===== src/rtl/uart_pkg.sv =====
// Shared constants and FSM encoding for the UART transmitter.
package uart_pkg;

    localparam int   UART_CLOCK_DEFAULT = 434;  // 50 MHz / 115.2 kbaud
    localparam int   DATA_BITS          = 8;
    localparam logic IDLE_LEVEL         = 1'b1;

    typedef enum logic [1:0] {
        IDLE  = 2'd0,
        START = 2'd1,
        DATA  = 2'd2,
        STOP  = 2'd3
    } uart_state_e;

endpackage


===== src/rtl/uart_tx_fifo.sv =====
// Small synchronous show-ahead FIFO feeding the UART transmitter.
// rd_data presents the oldest entry combinationally whenever !empty.
module uart_tx_fifo #(
    parameter int AW = 2,
    parameter int DW = 8
) (
    input  logic          clk,
    input  logic          rst,
    input  logic          wr_en,
    input  logic [DW-1:0] wr_data,
    input  logic          rd_en,
    output logic [DW-1:0] rd_data,
    output logic          full,
    output logic          empty,
    output logic [AW:0]   count
);

    localparam int DEPTH = 1 << AW;

    logic [DW-1:0] r_mem [DEPTH];
    logic [AW-1:0] r_wr_ptr;
    logic [AW-1:0] r_rd_ptr;
    logic [AW:0]   r_count;
    logic          w_push;
    logic          w_pop;

    assign full    = (r_count == (AW+1)'(DEPTH));
    assign empty   = (r_count == '0);
    assign w_push  = wr_en && !full;
    assign w_pop   = rd_en && !empty;
    assign rd_data = r_mem[r_rd_ptr];
    assign count   = r_count;

    // Pointer and occupancy bookkeeping; pointers wrap naturally modulo DEPTH.
    always_ff @(posedge clk) begin
        if (rst) begin
            r_wr_ptr <= '0;
            r_rd_ptr <= '0;
            r_count  <= '0;
        end else begin
            if (w_push) r_wr_ptr <= r_wr_ptr + 1'b1;
            if (w_pop)  r_rd_ptr <= r_rd_ptr + 1'b1;
            case ({w_push, w_pop})
                2'b10:   r_count <= r_count + 1'b1;
                2'b01:   r_count <= r_count - 1'b1;
                default: r_count <= r_count;
            endcase
        end
    end

    // Storage array: written only on an accepted push, so it needs no reset.
    always_ff @(posedge clk) begin
        if (w_push) r_mem[r_wr_ptr] <= wr_data;
    end

endmodule


===== src/rtl/uart_tx.sv =====
// UART transmitter, 8N1, LSB first, idle-high line.
// Latency: with the block idle and the FIFO empty, a byte accepted at edge N
// is popped at edge N+1 and tx is driven low by that same edge (tx=0 after N+1).
// Back-to-back frames are chained from the last STOP cycle with no idle gap.
// UART_CLOCK must be at least 2.
module uart_tx
    import uart_pkg::*;
#(
    parameter int UART_CLOCK = UART_CLOCK_DEFAULT,
    parameter int FIFO_AW    = 2
) (
    input  logic                 clock_50M,
    input  logic                 rst,
    input  logic [DATA_BITS-1:0] tx_data,
    input  logic                 tx_valid,
    output logic                 tx_ready,
    output logic                 tx,
    output logic                 busy,
    output logic [FIFO_AW:0]     fifo_count
);

    localparam int               CNT_W    = (UART_CLOCK > 1) ? $clog2(UART_CLOCK) : 1;
    localparam logic [CNT_W-1:0] CNT_LAST = CNT_W'(UART_CLOCK - 1);
    localparam int               IDX_W    = $clog2(DATA_BITS);
    localparam logic [IDX_W-1:0] IDX_LAST = IDX_W'(DATA_BITS - 1);

    uart_state_e          r_state;
    logic [CNT_W-1:0]     r_cnt;
    logic [IDX_W-1:0]     r_idx;
    logic [DATA_BITS-1:0] r_shift;
    logic                 r_tx;

    logic                 w_bit_last;
    logic                 w_pop;
    logic                 w_full;
    logic                 w_empty;
    logic [DATA_BITS-1:0] w_fifo_data;
    logic [FIFO_AW:0]     w_count;

    assign w_bit_last = (r_cnt == CNT_LAST);
    // A new frame is fetched only from IDLE or at the very end of a stop bit.
    assign w_pop      = !w_empty && ((r_state == IDLE) || ((r_state == STOP) && w_bit_last));

    uart_tx_fifo #(
        .AW (FIFO_AW),
        .DW (DATA_BITS)
    ) u_fifo (
        .clk     (clock_50M),
        .rst     (rst),
        .wr_en   (tx_valid),
        .wr_data (tx_data),
        .rd_en   (w_pop),
        .rd_data (w_fifo_data),
        .full    (w_full),
        .empty   (w_empty),
        .count   (w_count)
    );

    // Frame sequencing, bit timing and the registered serial line.
    always_ff @(posedge clock_50M) begin
        if (rst) begin
            r_state <= IDLE;
            r_cnt   <= '0;
            r_idx   <= '0;
            r_tx    <= IDLE_LEVEL;
        end else begin
            case (r_state)
                IDLE: begin
                    r_tx  <= IDLE_LEVEL;
                    r_cnt <= '0;
                    if (w_pop) begin
                        r_tx    <= 1'b0;
                        r_state <= START;
                    end
                end
                START: begin
                    if (w_bit_last) begin
                        r_cnt   <= '0;
                        r_idx   <= '0;
                        r_tx    <= r_shift[0];
                        r_state <= DATA;
                    end else begin
                        r_cnt <= r_cnt + 1'b1;
                    end
                end
                DATA: begin
                    if (w_bit_last) begin
                        r_cnt <= '0;
                        if (r_idx == IDX_LAST) begin
                            r_tx    <= IDLE_LEVEL;
                            r_state <= STOP;
                        end else begin
                            r_tx  <= r_shift[1];
                            r_idx <= r_idx + 1'b1;
                        end
                    end else begin
                        r_cnt <= r_cnt + 1'b1;
                    end
                end
                STOP: begin
                    if (w_bit_last) begin
                        r_cnt <= '0;
                        if (w_pop) begin
                            r_tx    <= 1'b0;
                            r_state <= START;
                        end else begin
                            r_state <= IDLE;
                        end
                    end else begin
                        r_cnt <= r_cnt + 1'b1;
                    end
                end
                default: r_state <= IDLE;
            endcase
        end
    end

    // Shift register: loaded on pop, advanced at each data-bit boundary so bit 0 is next.
    always_ff @(posedge clock_50M) begin
        if (w_pop) begin
            r_shift <= w_fifo_data;
        end else if ((r_state == DATA) && w_bit_last) begin
            r_shift <= r_shift >> 1;
        end
    end

    assign tx         = r_tx;
    assign tx_ready   = !w_full;
    assign fifo_count = w_count;
    assign busy       = (r_state != IDLE) || (w_count != '0);

endmodule


===== config.mk =====
export PLATFORM = sky130hd
export DESIGN_NAME = uart_tx
export DESIGN_NICKNAME = d
export VERILOG_FILES = /design/src/rtl/uart_pkg.sv /design/src/rtl/uart_tx_fifo.sv /design/src/rtl/uart_tx.sv
export SDC_FILE = /design/constraint.sdc
export NUM_CORES = 1
export LEC_CHECK = 0
export BUFFER_PORTS_ARGS = -buffer_cell sky130_fd_sc_hd__buf_2
export CORE_AREA = 2 2 92 94
export DETAILED_ROUTE_END_ITERATION = 10
export DIE_AREA = 0 0 94 96
export HOLD_SLACK_MARGIN = 0.08
export SLEW_MARGIN = 5
export SYNTH_ARGS = -nofsm -noshare
export SYNTH_HDL_FRONTEND = slang
export SYNTH_SLANG_ARGS = --single-unit

===== constraint.sdc =====
create_clock -name clock_50M -period 3.4 [get_ports clock_50M]
set_clock_uncertainty 0.2 [all_clocks]
set_input_delay 0.68 -clock clock_50M [delete_from_list [all_inputs] [get_ports clock_50M]]
set_output_delay 0.68 -clock clock_50M [all_outputs]
set_load 0.02 [all_outputs]

Yosys cells after proc, flatten, opt, wreduce, memory -nomap -nowiden:

Memory sizes are Yosys's and may differ from the RTL's. A register that Yosys moved wholly into a read port is not among the register bits.
Cells that the tools add are included.
W data, S select, Z words.

* register bits: 30
* RAM bits: 32
* input bits: 11
* output and inout bits: 6
* memories: 1

Memory list
* u_fifo.r_mem: words 4, width 8, read ports 1, clocked after memory_dff 1, write ports 1, RTL line uart_tx_fifo.sv:20 `logic [DW-1:0] r_mem [DEPTH];`

* $add $sub $neg: 6
* equality and inequality tests: 15
* mux-type cells: 27
* reduce and logical (&&, ||, !) cells: 20

Operator list (count)
* $pmux W9 S2: 1
* $mux W8: 2
* $mux W2: 7
* $pmux W3 S2: 2
* $ne A2 B2 Y1 const B: 5
* $add A9 B1 Y9 const B: 1
* $eq A9 B9 Y1 const B: 1
* $mux W1: 9
* $mux W3: 3
* $mux W9: 1
* $pmux W2 S4: 1
* $reduce_and A4 Y1: 2
* $reduce_bool A2 Y1: 4
* $add A3 B1 Y3 const B: 2
* $eq A2 B2 Y1 const B: 3
* $eq A3 B3 Y1 const B: 2
* $logic_and A1 B1 Y1: 5
* $reduce_and A5 Y1: 1
* $add A2 B1 Y2 const B: 2
* $eq A2 B1 Y1 const B: 2
* $ne A2 B1 Y1 const B: 2
* $pmux W1 S4: 1
* $logic_not A3 Y1: 1
* $reduce_bool A3 Y1: 1
* other kinds (5): 7

Logic depth before layout (Yosys ltp):

Gate-level depths: netlist of run 1.

* depth after elaboration: 7
* gate-level depth with buffers: 11

Hierarchy:

Synthesis of run 1 repeated with hierarchy kept, for this count alone.

* cells, all modules: 210
* area, all modules: 2845.2 µm²

Modules (own cells, without submodules)
* uart_tx_fifo: times used 1, cells each 96, area an instance 1635.3 µm², seq. area each 1141.1 µm²
* uart_tx: times used 1, cells each 114, area an instance 1209.9 µm², seq. area each 540.5 µm²

Least setup slack after synthesis of run 1:

Ideal clock, no wire load.

* kind: register -> register
* start: reg r_cnt[1]
* end: reg u_fifo.r_count[2] (netlist: u_fifo.count[2])
* library setup time: 0.071 ns
* data arrival time: 2.322 ns
* required time: 3.129 ns
* setup slack: 0.807 ns
* cell stages (with the launch flop): 12
* buffers on the path: 1
* clock period less this slack: 2.593 ns
* cells stage by stage: dfxtp_1 -> inv_1 -> ha_1 -> and4bb_4 -> a31oi_2 -> nor2_2 -> buf_6 -> ha_1 -> fa_1 -> xnor2_1 -> or3_1 -> a21oi_1

* longest elaborated chain between the ends: 7

RTL lines
* start, declared: RTL line uart_tx.sv:28 `logic [CNT_W-1:0] r_cnt;`
* start signal, assigned: RTL line uart_tx.sv:83 `r_cnt <= r_cnt + 1'b1;`
* start signal, assigned: RTL line uart_tx.sv:97 `r_cnt <= r_cnt + 1'b1;`
* start signal, assigned: RTL line uart_tx.sv:110 `r_cnt <= r_cnt + 1'b1;`
* $eq A9 B9 Y1 *: RTL line uart_tx.sv:40 `assign w_bit_last = (r_cnt == CNT_LAST);`
* $logic_and A1 B1 Y1 *: RTL line uart_tx.sv:42 `assign w_pop = !w_empty && ((r_state == IDLE) || ((r_state == STOP) && w_bit_last));`
* $logic_or A1 B1 Y1 *: RTL line uart_tx.sv:42
* $logic_and A1 B1 Y1 *: RTL line uart_tx.sv:42
* $logic_and A1 B1 Y1 *: RTL line uart_tx_fifo.sv:30 `assign w_pop = rd_en && !empty;`
* $eq A2 B1 Y1 or $eq A2 B2 Y1 (tied branches): RTL line uart_tx_fifo.sv:43 `case ({w_push, w_pop})`
* $pmux W3 S2 or $reduce_bool A2 Y1 (tied branches)
* end signal, assigned: RTL line uart_tx_fifo.sv:44 `2'b10: r_count <= r_count + 1'b1;`
* end signal, assigned: RTL line uart_tx_fifo.sv:45 `2'b01: r_count <= r_count - 1'b1;`
* end signal, assigned: RTL line uart_tx_fifo.sv:46 `default: r_count <= r_count;`
* end, declared: RTL line uart_tx_fifo.sv:23 `logic [AW:0] r_count;`

Mark *: on every way between the ends. The rest lies on a longest branch, timed or not.
A chain may end at the register's enable or synchronous reset.

Worst setup path after layout of run 1:

Same ends and word-level chain as after synthesis.

==> results of run 1 <==
metrics by stage:
step,power (mW),instances
floorplan,1.83,205
global placement,2.00,322
detailed placement,2.01,322
CTS,2.76,338
global route,2.91,338
finish,2.72,338
cell type report:
cell class,instances,area [sq um]
fillers,758,4790
inverters,9,33.8
multi-input cells,127,1100
flip-flops and latches,64,1680
clock buffers,9,124
well taps,105,131
clock inverters,7,103
repair buffers,17,87.6
path summary, 6_finish.rpt:
kind	start	to	cells past startpoint
setup / recovery	r_cnt[1]	u_fifo.count[2]	10
hold reg to reg	r_cnt[0]	r_cnt[0]	1
setup reg to reg	r_cnt[1]	u_fifo.count[2]	10
hold / removal	r_cnt[0]	r_cnt[0]	1
metal layers:
layer | GRT usage | vias to the layer above | routed length [um]
li1 | - | 801 | -
met3 | 0.0407 | 9 | 163
met2 | 0.177 | 27 | 2110
met4 | 0.0580 | 0 | 95
met5 | 0 | - | 0
met1 | 0.146 | 762 | 2120
synthesized netlist by cell type, types with 2 or more instances:
cell type / number / area (sq um)
a21oi_1: 7 / 35.0
a21oi_2: 2 / 17.5
and2_1: 6 / 37.5
and3_1: 6 / 37.5
buf_2: 2 / 10.0
dfxtp_1: 24 / 480
edfxtp_1: 40 / 1200
ha_1: 14 / 175
inv_1: 9 / 33.8
mux2_2: 7 / 78.8
mux2i_1: 2 / 20.0
mux4_2: 8 / 180
nand2_1: 5 / 18.8
nand3_1: 3 / 15.0
nand4_1: 2 / 12.5
nor2_1: 18 / 67.6
nor3_1: 2 / 10.0
o21ai_0: 11 / 55.1
or3_1: 4 / 25.0
xnor2_1: 5 / 43.8
xor2_1: 5 / 43.8
state kept, by name (all words and copies together) (netlist names), named ones only:
register,cells
u_fifo.count,3
u_fifo.r_wr_ptr,2
u_fifo.r_mem,32
r_state,2
r_idx,3
u_fifo.r_rd_ptr,2
r_shift,8
r_cnt,9
tx,1
cell families after synthesis:
kind of cell | after synthesis | share of synthesized area
and+or+nand+nor | 56 | 0.118
muxes | 17 | 0.0980
xor gates and xnor gates | 10 | 0.0308
AOI/OAI and AO/OA | 29 | 0.0721
adders and majority gates | 15 | 0.0686
buffers and inverters | 14 | 0.0220
DFF | 64 | 0.591
power by group:
group | leakage [nW] | internal, mW | switching, mW
sequential | 0.565 | 1.03 | 0.111
clock | 0.110 | 0.420 | 0.313
combinational | 0.516 | 0.412 | 0.436
critical path: stages, from the launching register on:
cell	delay (ns)
dfxtp_1	0.39
inv_1	0.06
ha_1	0.17
and4bb_4	0.22
a31oi_2	0.21
nor2_2	0.06
ha_1	0.22
fa_1	0.38
xnor2_1	0.15
or3_1	0.31
a21oi_1	0.13
==> out/metrics.yaml, run 1 <==
critical_path:
  start_kind: "flop"
  crit_type: "flop to flop"
  regToRegSetupSlack_ns: 0.83
  cp_max_fo: 5
  end_kind: "flop"
  critPathArrivalTime_ns: 2.65
  crit_required_ns: 3.48
timing:
  rsz0062_at_grt: "no"
  timing.hold.ws_ns: 0.299
  finalHoldViolations: 0
  slew_headroom: 0.643
  tns_ns: 0
  setup_viol: 0
  period_share: 0.757
  slew_violations: 0
  finalCriticalPeriod_ns: 2.57
  max_freq_mhz: 389
  fin_ws_ns: 0.827
  worst_pin_slew_ns: 0.535
synth:
  yosys_warnings: 0
  syn-cell-area_sq_um: 2850
  ys_async_sr_fraction: 0
  syn_nets: 231
  syn_area_per_cell_sq_um: 13.9
  ys_ff_latch: 64
  synth_cell_types: 44
  synth_edf_count: 40
  yosysSeqAreaShare: 0.591
  synth_cells: 205
  dominantRegCellSynth: "edfxtp_1"
global_route:
  grt_pass1_vias: 1604
  grt_pass1_wl_um: 7760
  grt_max_degree: 16
  grt_use_total: 0.116
  grt_antenna_before_repair: 0
  grt_overflow_total: 0
routing:
  vias: 1599
  viasPerCell: 4.73
  drt-initial-drc-count: 65
  antenna_left: 0
  wire_per_inst_um: 13.3
  firstDrtPassIters: 4
  drt-total-wl_um: 4490
  drc: 0
clock_network:
  root_buffer: "clkbuf_8"
  cts_tree: "yes"
  clk_pin_slew_ns: 0.07
  cts_made_buffers: 9
  ctsHtreeMaxLevel: 3
  worstSkewPairLatency_ns: 0.35
  post_cts_resized: 0
  hold_buffers: 0
  postCtsSetupBuffers: 0
  clock_path_buffers: 2
  cts.sinks: 64
layout:
  fin_util: 0.405
  final_common_cell: "edfxtp_1"
  layout_common_cells: "edfxtp_1 (40), dfxtp_1 (24), nor2_1 (18)"
  antenna_cells: 0
  final_net_count: 254
  synthToLayoutAreaGrowth_pct: 14.6
  design_area_sq_um: 3260
  final_layout_size_suffix_gt1_frac: 0.262
power_and_ir_drop:
  peakVddDrop_mv: 0.364
  power.density_nw_per_um2: 833
  leakagePower_nw: 1.19
die:
  die_x_um: 94
  ios: 17
  start_util: 0.354
  die_y_um: 96
  dieArea_sq_um: 9020
  fp-row-count: 33
  core_area_sq_um: 8050
outcome:
  outcome: "finished clean"
place:
  gp_congestion: 0.778
  port_buffers: 16
  hpwl_um: 3100
  placed_area_sq_um: 3040
  pre_cts_ws_ns: 0.864
min_path:
  hp-class: "flop to flop"
run:
  maxCapViolations: 0
(Power assumes the default switching activity.)
==> run 2: changes to the inputs <==
==> constraint.sdc (replaced) <==
create_clock -name clock_50M -period 2.64 [get_ports clock_50M]
set_clock_uncertainty 0.2 [all_clocks]
set_input_delay 0.528 -clock clock_50M [delete_from_list [all_inputs] [get_ports clock_50M]]
set_output_delay 0.528 -clock clock_50M [all_outputs]
set_load 0.02 [all_outputs]
==> run 2 against run 1 <==
Against the previous run:
- worst setup slack worse by 0.62 ns
- global-route usage up 0.48 points
- die area unchanged
- combinational power up 37%
- largest cell class unchanged
- largest power group unchanged
- highest routed layer unchanged
==> out/metrics.yaml, run 2 (synthesis gave the netlist of run 1 again) <==
outcome:
  outcome: "finished clean"  # unchanged
timing:
  slew_headroom: 0.620  # was 0.643
  rsz0062_at_grt: "no"  # unchanged
  finalHoldViolations: 0  # unchanged
  setup_viol: 0  # unchanged
  finalCriticalPeriod_ns: 2.44  # was 2.57 ns
  slew_violations: 0  # unchanged
  worst_pin_slew_ns: 0.569  # was 0.535 ns
  period_share: 0.923  # was 0.757
  max_freq_mhz: 410  # was 389 MHz
  tns_ns: 0  # unchanged
routing:
  drt-total-wl_um: 4660  # was 4490 um
  vias: 1644  # was 1599
  wire_per_inst_um: 13.7  # was 13.3 um
  drt-initial-drc-count: 26  # was 65
  antenna_left: 0  # unchanged
  firstDrtPassIters: 5  # was 4
  drc: 0  # unchanged
  viasPerCell: 4.82  # was 4.73
global_route:
  met1_usage: 0.151  # was 0.146
  grt_use_total: 0.121  # was 0.116
  met3_usage: 0.0321  # was 0.0407
  grt_overflow_total: 0  # unchanged
  grt.busiest_layer: "met2"  # unchanged
  grt_antenna_before_repair: 0  # unchanged
  grt_use_met2: 0.185  # was 0.177
  grt_max_degree: 16  # unchanged
  grt_pass1_wl_um: 8110  # was 7760 um
  grt_pass1_vias: 1672  # was 1604
critical_path:
  crit_type: "flop to flop"  # unchanged
  cp_num_buf_inv: 1  # unchanged
  critPathArrivalTime_ns: 2.51  # was 2.65 ns
  cp_max_fo: 4  # was 5
  path_cells: "inv_1 -> ha_1 -> and4bb_4 -> a31oi_4 -> nor2_2 -> ha_2 -> fa_1 -> xnor2_1 -> or3_1 -> a21oi_1"  # was inv_1 -> ha_1 -> and4bb_4 -> a31oi_2 -> nor2_2 -> ha_1 -> fa_1 -> xnor2_1 -> or3_1 -> a21oi_1
  crit_path_max_incr_delay_ns: 0.37  # was 0.39 ns
  path_delay_family: "adder cells"  # unchanged
  end_kind: "flop"  # unchanged
  start_kind: "flop"  # unchanged
  crit_required_ns: 2.71  # was 3.48 ns
  crit_path_top_delay_cell: "fa_1"  # was dfxtp_1
layout:
  regMostFlops: "u_fifo.r_mem"  # unchanged
  synthToLayoutAreaGrowth_pct: 16.0  # was 14.6%
  final_common_cell: "edfxtp_1"  # unchanged
  final_layout_size_suffix_gt1_frac: 0.288  # was 0.262
  antenna_cells: 0  # unchanged
  design_area_sq_um: 3300  # was 3260 sq um
  final_net_count: 257  # was 254
  fillCellCount: 765  # was 758
  fin_cells: 341  # was 338
  layout_common_cells: "edfxtp_1 (40), dfxtp_1 (21), nor2_1 (18)"  # was edfxtp_1 (40), dfxtp_1 (24), nor2_1 (18)
  largest_reg_flops: 32  # unchanged
  top_regs: "u_fifo.r_mem: 32 flops, r_cnt: 9 flops, r_shift: 8 flops"  # unchanged
power_and_ir_drop:
  finalPower_mw: 3.56  # was 2.72 mW
  p_int_mw: 2.43  # was 1.86 mW
  switching_share: 0.319  # was 0.317
  seqPwrFrac: 0.407  # was 0.418
  peakVddDrop_mv: 0.402  # was 0.364 mV
  power.density_nw_per_um2: 1080  # was 833 nW/um^2
  power_frac_comb: 0.326  # was 0.312
  leakagePower_nw: 1.21  # was 1.19 nW
  p_sw_mw: 1.14  # was 0.860 mW
  clockPowerShare: 0.267  # was 0.270
place:
  post-place-cells: 325  # was 322
  port_buffers: 16  # unchanged
  placed_area_sq_um: 3060  # was 3040 sq um
  gp_congestion: 0.741  # was 0.778
  hpwl_um: 3180  # was 3100 um
clock_network:
  worstSkewPairLatency_ns: 0.34  # was 0.35 ns
  ctsHtreeMaxLevel: 3  # unchanged
  cts_tree: "yes"  # unchanged
  hold_buffers: 0  # unchanged
  post_cts_resized: 0  # unchanged
  cts.sinks: 64  # unchanged
  root_buffer: "clkbuf_8"  # unchanged
  clock_path_buffers: 2  # unchanged
  clk_pin_slew_ns: 0.08  # was 0.07 ns
  cts_made_buffers: 9  # unchanged
  postCtsSetupBuffers: 0  # unchanged
die:
  core_area_sq_um: 8050  # unchanged
  die_x_um: 94  # unchanged
  die_y_um: 96  # unchanged
  fp-row-count: 33  # unchanged
  start_util: 0.354  # unchanged
  dieArea_sq_um: 9020  # unchanged
  ios: 17  # unchanged
run:
  maxCapViolations: 0  # unchanged
min_path:
  hp-class: "primary input to flop"  # was flop to flop
## run 2: cell count changes in the layout (fill, tap and decap cells not counted), sizes merged
| cell | previous run | this run |
|---|---|---|
| clkinv | 2 | 1 |
| buf | 17 | 20 |
| inv | 11 | 12 |
## run 2: metal layers
metal  routed length, um  vias to the layer above
met2                2200                       28
met1                2170                      788
met3                 160                       13
met4                 134                        0
met5                   0                        -
li1                    -                      815
## run 2: final timing paths
kind / startpoint / to / slack [ns] / cells past startpoint
setup / recovery: r_cnt[1] / u_fifo.count[2] / 0.20 / 10
hold / removal: tx_data[4] / u_fifo.r_mem[2][4] / 0.20 / 1
setup reg to reg: r_cnt[1] / u_fifo.count[2] / 0.20 / 10
hold reg to reg: r_cnt[0] / r_cnt[0] / 0.27 / 1
## run 2: final cells by class
type                    instances  area [sq um]  area share
inverters                       9          33.8      0.0102
well taps                     105           131      0.0398
clock buffers                   9           124      0.0375
clock inverters                 7           103      0.0311
repair buffers                 20           110      0.0334
multi-input cells             127          1110       0.337
flip-flops and latches         64          1690       0.511
## run 2: power by group through the flow
stage | combinational (mW) | clock [mW] | sequential, mW
floorplan | 0.903 | 0 | 1.45
global placement | 1.13 | 0 | 1.46
detailed placement | 1.15 | 0 | 1.47
CTS | 1.16 | 0.979 | 1.45
global route | 1.29 | 1.02 | 1.48
finish | 1.16 | 0.950 | 1.45
## run 2: metrics by stage
stage	hold WS, ns	setup slack [ns]	utilization
after detailed placement	0.290	0.136	0.380
after floorplan	0.257	0.0472	-
after global routing	0.190	0.0365	0.410
final	0.195	0.204	0.410
after CTS	0.184	0.112	0.408
after global placement	0.277	0.179	0.380
